$ cat src/rtl/latch_sampler_pkg.sv
// latch_sampler_pkg: shared FSM state encoding for the gated-latch reader
package latch_sampler_pkg;
   typedef enum logic [1:0] {
      WAIT_OPEN = 2'd0,
      OPEN      = 2'd1,
      CAPTURE   = 2'd2
   } state_t;
endpackage

$ cat src/rtl/latch_sampler_sync_fifo.sv
// sync_fifo: registered-head FIFO; out_data holds the last head once drained
module sync_fifo #(
   parameter int WIDTH = 8,
   parameter int DEPTH = 4
) (
   input  logic                     clk,
   input  logic                     clr,
   input  logic                     push,
   input  logic                     pop,
   input  logic [WIDTH-1:0]         din,
   output logic [WIDTH-1:0]         dout,
   output logic                     full,
   output logic                     empty,
   output logic [$clog2(DEPTH):0]   count
);
   localparam int AW = $clog2(DEPTH);
   logic [WIDTH-1:0] r_mem [DEPTH];
   logic [WIDTH-1:0] r_data;
   logic [AW-1:0]    r_wr, r_rd, w_rd_n;
   logic [AW:0]      r_count, w_cnt_n;
   logic             w_push, w_pop;
   logic [WIDTH-1:0] w_head;
   assign empty   = r_count == '0;
   assign full    = r_count == (AW+1)'(DEPTH);
   assign w_pop   = pop & ~empty;
   assign w_push  = push & (~full | w_pop);
   assign w_rd_n  = r_rd + AW'(w_pop);
   assign w_cnt_n = r_count + (AW+1)'(w_push) - (AW+1)'(w_pop);
   // the word landing at the new head slot this cycle is not in r_mem yet
   assign w_head  = (w_push && r_wr == w_rd_n) ? din : r_mem[w_rd_n];
   assign dout    = r_data;
   assign count   = r_count;
   always_ff @(posedge clk or negedge clr) begin
      if (!clr) begin
         for (int i = 0; i < DEPTH; i++) r_mem[i] <= '0;
         r_data  <= '0;
         r_wr    <= '0;
         r_rd    <= '0;
         r_count <= '0;
      end else begin
         if (w_push) r_mem[r_wr] <= din;
         r_wr    <= r_wr + AW'(w_push);
         r_rd    <= w_rd_n;
         r_count <= w_cnt_n;
         r_data  <= (w_cnt_n != '0) ? w_head : r_data;
      end
   end
endmodule

$ cat src/rtl/latch_sampler.sv
// latch_sampler: synchronises a latch gate and captures its data once per gate close
module latch_sampler
   import latch_sampler_pkg::*;
#(
   parameter int WIDTH       = 8,
   parameter int DEPTH       = 4,
   parameter int SYNC_STAGES = 2
) (
   input  logic                     clk,
   input  logic                     clr,
   input  logic                     lat_g,
   input  logic [WIDTH-1:0]         lat_q,
   output logic [WIDTH-1:0]         out_data,
   output logic                     out_valid,
   input  logic                     out_ready,
   output logic [$clog2(DEPTH):0]   count,
   output logic                     overflow
);
   logic [SYNC_STAGES-1:0] r_sync;
   logic                   r_gd, r_ovf;
   state_t                 r_state, w_next;
   logic                   w_gs, w_rise, w_fall, w_push, w_pop, w_full, w_empty;
   assign w_gs   = r_sync[SYNC_STAGES-1];
   assign w_rise = w_gs & ~r_gd;
   assign w_fall = ~w_gs & r_gd;
   assign w_push = r_state == CAPTURE;
   assign w_pop  = ~w_empty & out_ready;
   assign out_valid = ~w_empty;
   assign overflow  = r_ovf;
   always_ff @(posedge clk or negedge clr) begin
      if (!clr) begin
         r_sync  <= '0;
         r_gd    <= 1'b0;
         r_state <= WAIT_OPEN;
         r_ovf   <= 1'b0;
      end else begin
         r_sync  <= {r_sync[SYNC_STAGES-2:0], lat_g};
         r_gd    <= w_gs;
         r_state <= w_next;
         r_ovf   <= r_ovf | (w_push & w_full & ~w_pop);
      end
   end
   // CAPTURE and the unused encoding both fall through to WAIT_OPEN
   always_comb begin
      w_next = WAIT_OPEN;
      case (r_state)
         WAIT_OPEN: w_next = w_rise ? OPEN : WAIT_OPEN;
         OPEN:      w_next = w_fall ? CAPTURE : OPEN;
         default:   w_next = WAIT_OPEN;
      endcase
   end
   sync_fifo #(.WIDTH(WIDTH), .DEPTH(DEPTH)) u_fifo (
      .clk   (clk),
      .clr   (clr),
      .push  (w_push),
      .pop   (w_pop),
      .din   (lat_q),
      .dout  (out_data),
      .full  (w_full),
      .empty (w_empty),
      .count (count)
   );
endmodule

$ cat config.mk
export PLATFORM = sky130hd
export DESIGN_NAME = latch_sampler
export DESIGN_NICKNAME = d
export VERILOG_FILES = /design/src/rtl/latch_sampler_pkg.sv /design/src/rtl/latch_sampler_sync_fifo.sv /design/src/rtl/latch_sampler.sv
export SDC_FILE = /design/constraint.sdc
export NUM_CORES = 1
export LEC_CHECK = 0
export CELL_PAD_IN_SITES_DETAIL_PLACEMENT = 1
export CELL_PAD_IN_SITES_GLOBAL_PLACEMENT = 1
export CORE_ASPECT_RATIO = 1.1
export CORE_MARGIN = 5
export CORE_UTILIZATION = 46
export CTS_BUF_LIST = sky130_fd_sc_hd__clkbuf_4 sky130_fd_sc_hd__clkbuf_8
export CTS_CLUSTER_DIAMETER = 80
export DETAILED_ROUTE_END_ITERATION = 8
export HOLD_SLACK_MARGIN = 0.02
export PLACE_DENSITY = 0.76
export SYNTH_ARGS = -nofsm -noshare
export SYNTH_HDL_FRONTEND = slang
export SYNTH_SLANG_ARGS = --single-unit
$ cat constraint.sdc
create_clock -name clk -period 7.5 [get_ports clk]
set_input_delay 1.5 -clock clk [delete_from_list [all_inputs] [get_ports clk]]
set_output_delay 1.5 -clock clk [all_outputs]
set_load 0.1 [all_outputs]
* Word level (Yosys, flattened, before mapping)
Cells that the tools add are included.
** Operators by class
- Add/sub/neg operators :: 4
- Bitwise gates (word level) :: 16
- Muxes and demuxes :: 10
- Order comparisons :: 3
- Equal/unequal tests :: 4
- Reductions and logical operators :: 5
** Operators with widths (count)
- 32-bit bitwise mux :: 1
- 8-bit two-way mux :: 4
- 8-bit binary-select mux with 2-bit select :: 1
- 8-bit demux with 2-bit select :: 1
- 1-bit AND :: 7
- 3-bit greater-or-equal comparator (second input constant) :: 2
- 2-bit NOT with 3-bit output :: 2
- 1-bit NOT :: 5
- 2-bit by 1-bit adder with 2-bit output :: 2
- 2-bit one-hot mux with 2 select lines :: 1
- 3-bit by 1-bit adder with 3-bit output :: 1
- 3-bit == test (second input constant) :: 1
- 3-bit zero test :: 1
- 3-bit by 1-bit < comparator with 1-bit output (second input constant) :: 1
- 3-bit nonzero test :: 1
- 3-bit by 1-bit subtractor with 3-bit output :: 1
- 2-bit by 1-bit == test with 1-bit output (second input constant) :: 1
- 2-bit == test :: 1
- 2-bit == test (second input constant) :: 1
- 1-bit logical AND :: 2
- 2-bit zero test :: 1
- 2-bit two-way mux :: 1
- 1-bit bitwise OR :: 2
- 1-bit two-way mux :: 1
** Storage, ports and cells
- Output and inout bits :: 13
- Input bits :: 12
- Logic and storage cells :: 54
- Register bits :: 53

* Depth between registers and ports, before layout
Gate-level depths: netlist (run 1).
- Depth in word-level cells :: 10
- Depth in mapped cells :: 10
- Depth with buffers taken out :: 10

* Hierarchy
Synthesis (run 1) repeated with hierarchy kept, for this count alone.
** Unflattened totals
- Cell total of the unflattened synthesis :: 148
- Area, all modules :: 2421.1 µm²
** By module, submodules not included
- sync_fifo :: cells an instance 133, area an instance 2202.1 µm², times used 1, seq. area each 1176.1 µm²
- latch_sampler :: cells an instance 15, area an instance 219.0 µm², times used 1, seq. area each 150.1 µm²

* Worst setup path before layout (run 1)
Ideal clock, no wire load.
- Path type :: input to register
- Start :: in out_ready
- End :: reg u_fifo.r_data[0], in the netlist u_fifo.dout[0]
- Slack :: 3.410 ns
- Arrival :: 3.964 ns
- Setup time :: 0.126 ns
- Data required time :: 7.374 ns
- Stages on the path :: 9
- Buffers on the path :: 0
- Cell sequence :: or4b_4 nand2_1 inv_1 ha_1 fa_1 xnor2_1 xnor2_1 nor3_2 mux2_2
** Between the ends
- Elaborated cells on any way between the ends :: 15
- Those cells by class :: add/sub (3); eq/ne (1); mux (4); bitwise (5); reduce/logical (2)
** RTL lines
- start, declared :: line latch_sampler.sv:15 : input logic out_ready,
- 1-bit AND (*) :: line latch_sampler.sv:27 : assign w_pop = ~w_empty & out_ready;
- 1-bit AND (*) :: line latch_sampler_sync_fifo.sv:25 : assign w_pop = pop & ~empty;
- 1-bit bitwise OR :: line latch_sampler_sync_fifo.sv:26 : assign w_push = push & (~full | w_pop);
- 1-bit AND :: line latch_sampler_sync_fifo.sv:26
- 3-bit by 1-bit adder with 3-bit output :: line latch_sampler_sync_fifo.sv:28 : assign w_cnt_n = r_count + (AW+1)'(w_push) - (AW+1)'(w_pop);
- 3-bit by 1-bit subtractor with 3-bit output (*) :: line latch_sampler_sync_fifo.sv:28
- net u_fifo.w_cnt_n[2] :: line latch_sampler_sync_fifo.sv:20 : logic [AW:0] r_count, w_cnt_n;
- 3-bit nonzero test (*) :: line latch_sampler_sync_fifo.sv:45 : r_data <= (w_cnt_n != '0) ? w_head : r_data;
- end signal, assigned :: line latch_sampler_sync_fifo.sv:45
- end, declared :: line latch_sampler_sync_fifo.sv:18 : logic [WIDTH-1:0] r_data;
Mark *: on every way through the listed nets, which the timed path passes. The rest lies on a longest branch. The select of a mux whose other input is x is not followed.
A chain may end at the register's enable or synchronous reset.

* Worst setup path in the final report (run 1)
- Start :: in out_ready
- End :: reg u_fifo.r_data[6], in the netlist u_fifo.dout[6]
The elaborated chain is that of the path after synthesis.

==> metrics.md, run 1 <==
| Metric | Value |
|---|---|
| Max-cap violations | `0` |
| CTS Hold Bufs | `0` |
| H-tree depth | `2` |
| Power density cells | `482 nW/um^2` |
| Startpoint types | `input pin` |
| Filler cell count | `490` |
| Fmax achieved | `0.227 GHz` |
| Mapped Avg Cell Area | `16.4 sq um` |
| Worst hold path type | `flop to flop` |
| Post-synth EDFFs | `0` |
| Ys Warns | `0` |
| Critical path arrival | `4.59 ns` |
| Gpl congestion | `0.773` |
| I/O pins | `25` |
| Placed Area | `2670 sq um` |
| Post-Route WL | `4710 um` |
| Worst Tran Pin Value | `0.981 ns` |
| Clk_lat worst skew | `0.30 ns` |
| Leak | `1.26 nW` |
| Post-synth ARST share | `100%` |
| Primary FF master, synth | `dfrtp_1` |
| CP endpoint kind | `flop` |
| Wire length per cell | `20.2 um` |
| Sequential share of the synthesized area | `55.8%` |
| Depth of the worst register-to-register path | `9` |
| Clock root buffer master | `clkbuf_8` |
| GRT overflow | `0` |
| Hold Crit Start | `r_sync[0]` |
| Synth unique cells | `28` |
| Number of port buffers | `24` |
| RSZ-0062 raised after global routing | `false` |
| Max VDD drop | `0.000242 V` |
| Worst path required time | `7.69 ns` |
| DPL Wire Length | `3280 um` |
| Die area | `6710 sq um` |
| Worst-path clk slew | `0.09 ns` |
| Global-route wire length before repair | `8180 um` |
| Via density | `5.74` |
| Worst slew margin | `34.4%` |
| Synth Net Count | `161` |
| Antenna Nets Post-Route | `0` |
| Most numerous cell in the Yosys netlist | `dfrtp_1` |
| Met2 wire len | `2340 um` |
| Period utilization | `58.7%` |
| Diode count | `0` |
| Fin. Hold Viols | `0` |
| Area grow syn2layout | `16.3%` |
| Pre-CTS WS | `2.76 ns` |
| Met1 Wirelength | `2030 um` |
| Flip-flop and latch count after synthesis | `53` |
| Rows | `27` |
| Setup TNS Final | `0 ns` |
| Number of global-route vias before repair | `1533` |
| Reg2reg start | `u_fifo.count[0]` |
| Final hold slack | `0.351 ns` |
| CTS buffer count | `5` |
| Worst hold stages | `0` |
| DR iter-0 viols | `44` |
| CTS tree | `yes` |
| Clk buf depth | `2` |
| Met3 WL | `226 um` |
| Gr usage total | `16.0%` |
| Final setup vio count | `0` |
| Worst-path maximum fanout | `8` |
| Largest net degree at the start of global routing | `54` |
| # DRC | `0` |
| Post-synth top area share | `55.8%` |
| Die Wd | `78.5 um` |
| Count of non-filler cells in the finished layout | `233` |
| Crit path time final | `4.40 ns` |
| Worst Setup SP | `out_ready` |
| Die Height | `85.4 um` |
| Mapped Area | `2380 sq um` |
| Uppermost layer routed | `met4` |
| Clk_skew | `0.00744 ns` |
| Antenna violations before repair | `0` |
| Initial Utilization | `47.5%` |
| Top cells by count, synth | `dfrtp_1 (53), mux2_2 (48), mux4_2 (5)` |
| Final worst slack | `3.10 ns` |
| Routed vias | `1337` |
| Synth area leader | `dfrtp_1` |
| Crit Path Class | `input pin to flop` |
| Placed Cells | `225` |
| Slew Viols, Final | `0` |
| First drt pass iteration count | `4` |
| Status | `completed` |
| Clock sink count | `53` |
| Layout cells sized above 1 | `40.6%` |
| Nets@finish | `190` |
| Post-CTS Setup Inserts | `0` |
| Cells after Synth | `145` |
| Top cells by area, synth | `dfrtp_1 (56%), mux2_2 (23%), mux4_2 (4.7%), mux4_1 (3.3%), ha_1 (1.6%)` |
| Cell area after layout | `2760 sq um` |
| Resized cells post-CTS | `0` |
| Core Region | `5000 sq um` |
==> cells by family (layout without fill, tap and decap cells) <==
logic type	Yosys count	in the layout	share of synthesized area [%]
multiplexers	56	56	30.8
flip-flops	53	53	55.8
AND/OR/NAND/NOR	17	17	6.11
XOR/XNOR	6	6	2.84
buffers and inverters	6	36	1.32
adder cells (fa/ha/maj)	4	4	2.42
AO/OA/AOI/OAI	3	3	0.737
==> flip-flops by register name, summed over array words and instances, names as in the netlist <==
name          cells
u_fifo.r_mem     32
r_sync            2
overflow          1
u_fifo.dout       8
r_state           2
u_fifo.r_rd       2
u_fifo.count      3
u_fifo.r_wr       2
r_gd              1
==> cells in the final DEF (no fill, tap or decap), types with 3 or more instances in the layout <==
cell type | synthesis | layout
mux4_1 | 3 | 3
xnor2_1 | 3 | 3
nor2_1 | 3 | 3
clkbuf_4 | 0 | 3
dfrtp_1 | 53 | 53
clkbuf_8 | 0 | 5
clkdlybuf4s50_1 | 0 | 23
ha_1 | 3 | 3
inv_1 | 3 | 3
mux2_2 | 48 | 48
mux4_2 | 5 | 5
==> critical path, stage by stage <==
cell and delay (ns):
clkdlybuf4s50_1 0.44, or4b_4 0.59, nand2_1 0.19, inv_1 0.12, ha_1 0.22, fa_1 0.37, xnor2_1 0.15, xnor2_1 0.15
nor3_2 0.46, mux2_2 0.40
==> where the power goes <==
group          leakage, nW  switching [mW]  total [mW]  internal [mW]
Clock               0.0498          0.0859       0.163         0.0774
Combinational        0.528           0.381       0.691          0.310
Sequential           0.679          0.0721       0.477          0.405
Total                 1.26           0.539        1.33          0.792
==> metal layers <==
layer	global-route usage [%]	vias to the layer above
li1	-	591
met1	20.4	705
met2	26.1	29
met3	4.46	12
met4	5.88	0
met5	0	-
==> per-stage QoR <==
step / power, mW / util [%]
after floorplan: 1.03 / -
after global placement: 1.15 / 53.5
after detailed placement: 1.18 / 53.5
after CTS: 1.35 / 55.3
after global routing: 1.41 / 55.3
final: 1.33 / 55.3
==> final cells by class <==
cell class	instances	area, sq um	area share (%)
multi-input combinational	86	1020	36.9
timing repair buffer	25	243	8.78
clock buffer	8	91.3	3.30
inverter	3	11.3	0.407
sequential	53	1330	48.0
tap	58	72.6	2.63
==> path summary, 6_finish.rpt <==
kind	slack (ns)	end
max	3.10	u_fifo.dout[6]
min	0.35	r_sync[1]
max reg2reg	4.35	u_fifo.dout[6]
min reg2reg	0.35	r_sync[1]
max in group asynchronous	5.74	r_sync[0]
min in group asynchronous	1.31	u_fifo.r_mem[2]
Power figures use the tool's default switching activity.
==> run 2: changes to the inputs <==
- clock period: 7.5 -> 4.2 ns (I/O delays scaled with it)
==> metrics.md, run 2 (synthesis results as in run 1) <==
| Metric | Value |
|---|---|
| M2 GR Usage | `28.1% (was 26.1%)` |
| Leak | `1.27 nW (was 1.26 nW)` |
| Global-route wire length before repair | `8450 um (was 8180 um)` |
| Die area | `6710 sq um (unchanged)` |
| Power density cells | `885 nW/um^2 (was 482 nW/um^2)` |
| H-tree depth | `2 (unchanged)` |
| Final setup vio count | `0 (unchanged)` |
| Most frequent cells in the layout | `dfrtp_1 (53), mux2_2 (48), clkdlybuf4s50_1 (23), clkbuf_8 (6), mux4_2 (5) (was dfrtp_1 (53), mux2_2 (48), clkdlybuf4s50_1 (23), mux4_2 (5), clkbuf_8 (5))` |
| Gpl congestion | `0.732 (was 0.773)` |
| Startpoint types | `input pin (unchanged)` |
| Area grow syn2layout | `17.8% (was 16.3%)` |
| Die Height | `85.4 um (unchanged)` |
| DR iter-0 viols | `33 (was 44)` |
| First drt pass iteration count | `4 (unchanged)` |
| Pre-CTS WS | `0.326 ns (was 2.76 ns)` |
| GRT busiest layer | `met2 (unchanged)` |
| Max VDD drop | `0.000397 V (was 0.000242 V)` |
| Resized cells post-CTS | `0 (unchanged)` |
| Clk_lat worst skew | `0.31 ns (was 0.30 ns)` |
| RSZ-0062 raised after global routing | `false (unchanged)` |
| Clock sink count | `53 (unchanged)` |
| Diode count | `0 (unchanged)` |
| Via density | `5.69 (was 5.74)` |
| Worst path required time | `4.39 ns (was 7.69 ns)` |
| Max-cap violations | `0 (unchanged)` |
| Clock root buffer master | `clkbuf_8 (unchanged)` |
| Reg area | `1330 sq um (unchanged)` |
| CTS buffer count | `5 (unchanged)` |
| Worst hold path type | `flop to flop (unchanged)` |
| # DRC | `0 (unchanged)` |
| Worst path cell trace | `clkdlybuf4s50_1 > or4b_4 > nand2_1 > inv_1 > ha_1 > fa_1 > xnor2_1 > xnor2_1 > nor3_2 > buf_4 > mux2_2 (was clkdlybuf4s50_1 > or4b_4 > nand2_1 > inv_1 > ha_1 > fa_1 > xnor2_1 > xnor2_1 > nor3_2 > mux2_2)` |
| Crit Path Class | `input pin to flop (unchanged)` |
| Slowest CP cell | `or4b_4 (unchanged)` |
| Post-CTS Setup Inserts | `0 (unchanged)` |
| Routed vias | `1332 (was 1337)` |
| Max FFs per register | `32 (unchanged)` |
| Rows | `27 (unchanged)` |
| Clk_skew | `0.0119 ns (was 0.00744 ns)` |
| Fin util | `56.0% (was 55.3%)` |
| Top cell by count, worst path | `xnor2_1 (unchanged)` |
| Fin. Hold Viols | `0 (unchanged)` |
| Filler cell count | `476 (was 490)` |
| CP max stage delay | `0.59 ns (about the same)` |
| Largest register by flop count | `u_fifo.r_mem (unchanged)` |
| Setup TNS Final | `0 ns (unchanged)` |
| Number of port buffers | `24 (unchanged)` |
| Post-Route WL | `5000 um (was 4710 um)` |
| Die Wd | `78.5 um (unchanged)` |
| CTS Hold Bufs | `0 (unchanged)` |
| Worst slew margin | `23.6% (was 34.4%)` |
| Critical path arrival | `3.74 ns (was 4.59 ns)` |
| Initial Utilization | `47.5% (unchanged)` |
| Fmax achieved | `0.282 GHz` |
| Core Region | `5000 sq um (unchanged)` |
| CTS tree | `yes (unchanged)` |
| Most common cell after layout, fill and taps aside | `dfrtp_1 (unchanged)` |
| Worst Tran Pin Value | `1.15 ns (was 0.981 ns)` |
| DPL Wire Length | `3410 um (was 3280 um)` |
| Area of the multi-input gates | `1020 sq um (unchanged)` |
| Tot Pwr | `2.48 mW (was 1.33 mW)` |
| CP endpoint kind | `flop (unchanged)` |
| Number of global-route vias before repair | `1579 (was 1533)` |
| Clk buf depth | `2 (unchanged)` |
| Status | `completed (unchanged)` |
| Wire length per cell | `21.4 um (was 20.2 um)` |
| Met3 Use GR | `3.93% (was 4.46%)` |
| Slew Viols, Final | `0 (unchanged)` |
| Antenna violations before repair | `0 (unchanged)` |
| Antenna Nets Post-Route | `0 (unchanged)` |
| Period utilization | `84.6%` |
| Largest net degree at the start of global routing | `54 (unchanged)` |
| I/O pins | `25 (unchanged)` |
| Final worst slack | `0.649 ns (was 3.10 ns)` |
| Worst-path clk slew | `0.09 ns (about the same)` |
| GRT overflow | `0 (unchanged)` |
| Worst-path maximum fanout | `8 (unchanged)` |
| Nets@finish | `191 (was 190)` |
| Layout cells sized above 1 | `40.9% (was 40.6%)` |
| Gr usage total | `16.5% (was 16.0%)` |
| Crit path time final | `3.55 ns` |
| Final hold slack | `0.389 ns (was 0.351 ns)` |
| Met1 Use GR | `20.8% (was 20.4%)` |
==> run 2: final timing paths <==
| check | start | slack [ns] | cells after the start | end |
|---|---|---|---|---|
| setup / recovery | out_ready | 0.65 | 11 | u_fifo.dout[4] |
| hold / removal | r_sync[0] | 0.39 | 0 | r_sync[1] |
| setup reg to reg | u_fifo.count[0] | 1.23 | 10 | u_fifo.dout[4] |
| hold reg to reg | r_sync[0] | 0.39 | 0 | r_sync[1] |
| max in group asynchronous | clr | 2.74 | 1 | u_fifo.r_mem[11] |
| min in group asynchronous | clr | 0.75 | 1 | u_fifo.r_mem[1] |
==> run 2: critical path: cells and delay by family <==
kind,cells,cell delay (ns)
xor gates and xnor gates,2,0.31
adders and majority gates,2,0.60
buffers and inverters,3,0.75
muxes,1,0.34
and+or+nand+nor,3,0.89
==> run 2: metrics by stage <==
stage | cells | area (sq um)
global placement | 226 | 2680
finish | 234 | 2800
global route | 234 | 2800
floorplan | 145 | 2380
CTS | 234 | 2800
detailed placement | 226 | 2680
==> run 2: per-layer routing <==
metal	vias up	share of wire, %
met5	-	0
met4	0	1.6
met3	8	3.5
met2	22	53
met1	711	42
li1	591	-
==> run 2: cell type report <==
cell class                      instances  share of cell area [%]
Clock buffer                            7                    3.22
Clock inverter                          1                    1.07
Inverter                                3                   0.402
Multi-Input combinational cell         86                    36.4
Sequential cell                        53                    47.4
Tap cell                               58                    2.59
Timing Repair Buffer                   26                    8.94
==> run 2: power by group <==
group	switching, mW	leakage (nW)	total, mW	internal [mW]
clock network	0.163	0.0619	0.364	0.201
registers	0.137	0.679	0.861	0.723
logic	0.684	0.533	1.25	0.569
total	0.985	1.27	2.48	1.49
==> run 3: changes to the inputs <==
- CORE_UTILIZATION: 46 -> 44
- clock period: 4.2 -> 3 ns (I/O delays scaled with it)
==> metrics.md, run 3 (synthesis results as in run 1) <==
| Metric | Value |
|---|---|
| Status | `completed (unchanged)` |
| Nets@finish | `206 (was 191)` |
| CP top delay family | `simple AND/OR/NAND/NOR gates (unchanged)` |
| CP endpoint kind | `flop (unchanged)` |
| Slowest CP cell | `dfrtp_4 (was or4b_4)` |
| Wire length per cell | `18.9 um (was 21.4 um)` |
| Die Height | `87.1 um (was 85.4 um)` |
| # DRC | `0 (unchanged)` |
| Worst Tran Pin Value | `0.496 ns (was 1.15 ns)` |
| CTS tree | `yes (unchanged)` |
| Pint | `2.21 mW (was 1.49 mW)` |
| GRT overflow | `0 (unchanged)` |
| R2R setup slack | `0.10 ns (was 1.23 ns)` |
| Global-route wire length before repair | `8400 um (was 8450 um)` |
| Crit Path Class | `flop to flop (was input pin to flop)` |
| CTS buffer count | `5 (unchanged)` |
| Antenna Nets Post-Route | `0 (unchanged)` |
| Fmax achieved | `0.345 GHz` |
| Filler cell count | `530 (was 476)` |
| Core Region | `5330 sq um (was 5000 sq um)` |
| R2R Path End | `u_fifo.dout[6] (was u_fifo.dout[4])` |
| Reg2reg start | `u_fifo.count[2] (was u_fifo.count[0])` |
| Worst path required time | `3.19 ns (was 4.39 ns)` |
| Setup TNS Final | `0 ns (unchanged)` |
| Initial Utilization | `44.6% (was 47.5%)` |
| Top cell by count, worst path | `xnor2_2 (was xnor2_1)` |
| Rows | `28 (was 27)` |
| Crit path time final | `2.90 ns` |
| First drt pass iteration count | `3 (was 4)` |
| Area of the multi-input gates | `1070 sq um (was 1020 sq um)` |
| Die area | `6970 sq um (was 6710 sq um)` |
| Sum of buffers and inverters on the critical path | `1 (was 3)` |
| Worst-path maximum fanout | `8 (unchanged)` |
| Clk_skew | `0.00608 ns (was 0.0119 ns)` |
| Max FFs per register | `32 (unchanged)` |
| Power density cells | `1240 nW/um^2 (was 885 nW/um^2)` |
| Gpl congestion | `0.753 (was 0.732)` |
| Clk buf depth | `2 (unchanged)` |
| Area grow syn2layout | `24.9% (was 17.8%)` |
| Gr usage total | `16.1% (was 16.5%)` |
| CTS Hold Bufs | `0 (unchanged)` |
| RSZ-0062 raised after global routing | `false (unchanged)` |
| Die Wd | `80.1 um (was 78.5 um)` |
| Routed vias | `1360 (was 1332)` |
| DPL Wire Length | `3520 um (was 3410 um)` |
| Clock sink count | `53 (unchanged)` |
| Depth of the worst register-to-register path | `11 (was 10)` |
| Number of port buffers | `24 (unchanged)` |
| Gate power share | `53.0% (was 50.6%)` |
| Slew Viols, Final | `0 (unchanged)` |
| Clk_lat worst skew | `0.30 ns (was 0.31 ns)` |
| NetSw | `1.45 mW (was 0.985 mW)` |
| I/O pins | `25 (unchanged)` |
| Most common cell after layout, fill and taps aside | `dfrtp_1 (unchanged)` |
| Max VDD drop | `0.000559 V (was 0.000397 V)` |
| Worst hold path type | `input pin to async pin (was flop to flop)` |
| DR iter-0 viols | `44 (was 33)` |
| Startpoint types | `flop (was input pin)` |
| Worst-path clk slew | `0.09 ns (about the same)` |
| Via density | `5.11 (was 5.69)` |
| Post-Route WL | `5030 um (was 5000 um)` |
| Antenna violations before repair | `0 (unchanged)` |
| Number of global-route vias before repair | `1611 (was 1579)` |
| Cell area after layout | `2970 sq um (was 2800 sq um)` |
| Leak | `1.38 nW (was 1.27 nW)` |
| Diode count | `0 (unchanged)` |
| H-tree depth | `2 (unchanged)` |
| Worst path cell trace | `or3_4 > and2_4 > nand2_2 > o21ai_1 > ha_2 > fa_2 > xnor2_2 > xnor2_2 > nor3_4 > buf_12 > mux2_2 (was clkdlybuf4s50_1 > or4b_4 > nand2_1 > inv_1 > ha_1 > fa_1 > xnor2_1 > xnor2_1 > nor3_2 > buf_4 > mux2_2)` |
| Fin util | `55.8% (was 56.0%)` |
| CP max stage delay | `0.51 ns (was 0.59 ns)` |
| Final setup vio count | `0 (unchanged)` |
| Fin. Hold Viols | `0 (unchanged)` |
| Clock power frac | `13.8% (was 14.7%)` |
| Layout cells sized above 1 | `58.6% (was 40.9%)` |
| Most frequent cells in the layout | `dfrtp_1 (50), mux2_2 (47), buf_4 (29), clkdlybuf4s50_1 (9), clkbuf_8 (6) (was dfrtp_1 (53), mux2_2 (48), clkdlybuf4s50_1 (23), clkbuf_8 (6), mux4_2 (5))` |
| Largest register by flop count | `u_fifo.r_mem (unchanged)` |
| Clock root buffer master | `clkbuf_8 (unchanged)` |
| Worst slew margin | `66.9% (was 23.6%)` |
| Reg area | `1330 sq um (about the same)` |
| Placed Area | `2830 sq um (was 2680 sq um)` |
| Period utilization | `96.5%` |
| Max-cap violations | `0 (unchanged)` |
| Largest net degree at the start of global routing | `40 (was 54)` |
| Critical path arrival | `3.09 ns (was 3.74 ns)` |
| Tot Pwr | `3.67 mW (was 2.48 mW)` |
| Switching Fraction | `39.6% (was 39.7%)` |
| Seq pwr share | `33.2% (was 34.7%)` |
[run 3: changes by cell type in the layout (fill, tap and decap cells not counted), moves of 2 or more]
| cell | change |
|---|---|
| xnor2_1 | -2 |
| dfrtp_2 | +2 |
| nand2_1 | -2 |
| dfrtp_1 | -3 |
| nand2_2 | +2 |
| clkdlybuf4s50_1 | -14 |
| buf_4 | +27 |
| xnor2_2 | +2 |
[run 3: final cells by class]
class                   count  share of cell area (%)
clock buffers               7                    3.03
clock inverters             1                    1.01
inverters                   3                   0.379
multi-input cells          86                    36.0
flip-flops and latches     53                    44.9
well taps                  75                    3.16
repair buffers             41                    11.5
[run 3: repair_timing]
item	CTS	global route
resized for setup	4	0
endpoints found under the hold margin	0	0
pin swaps	6	2
setup endpoints to repair	8	8
setup buffers	1	0
[run 3: power groups by stage]
stage / logic (mW) / clock network, mW / registers [mW]
2_1_floorplan: 1.05 / 0 / 1.60
3_3_place_gp: 1.86 / 0 / 1.19
3_5_place_dp: 1.91 / 0 / 1.23
4_1_cts: 1.97 / 0.523 / 1.22
5_1_grt: 2.06 / 0.547 / 1.25
6_report: 1.94 / 0.506 / 1.22
[run 3: layer usage]
layer  part of all wire (%)  vias up  GRT usage [%]
met5                      0        -              0
met4                   0.84        0           3.23
met3                    2.9        6           3.52
met2                     56       22           29.4
met1                     41      712           19.6
li1                       -      620              -
[run 3: worst max path at each step]
stage	start	slack (ns)	cells past startpoint	end
after floorplan	u_fifo.count[2]	-0.15	10	u_fifo.dout[0]
after global placement	out_ready	-0.27	11	u_fifo.dout[4]
after detailed placement	out_ready	-0.40	11	u_fifo.dout[6]
after global routing	u_fifo.count[2]	0.003	11	u_fifo.dout[7]
after CTS	u_fifo.count[2]	0.007	11	u_fifo.dout[6]
final	u_fifo.count[2]	0.10	11	u_fifo.dout[6]
[run 3: stage by stage]
stage / setup WS (ns) / hold WS [ns] / instances
after floorplan: -0.149 / 0.304 / 145
after global placement: -0.273 / 0.345 / 257
after detailed placement: -0.402 / 0.337 / 257
after CTS: 0.00722 / 0.181 / 266
after global routing: 0.00323 / 0.196 / 266
final: 0.105 / 0.176 / 266
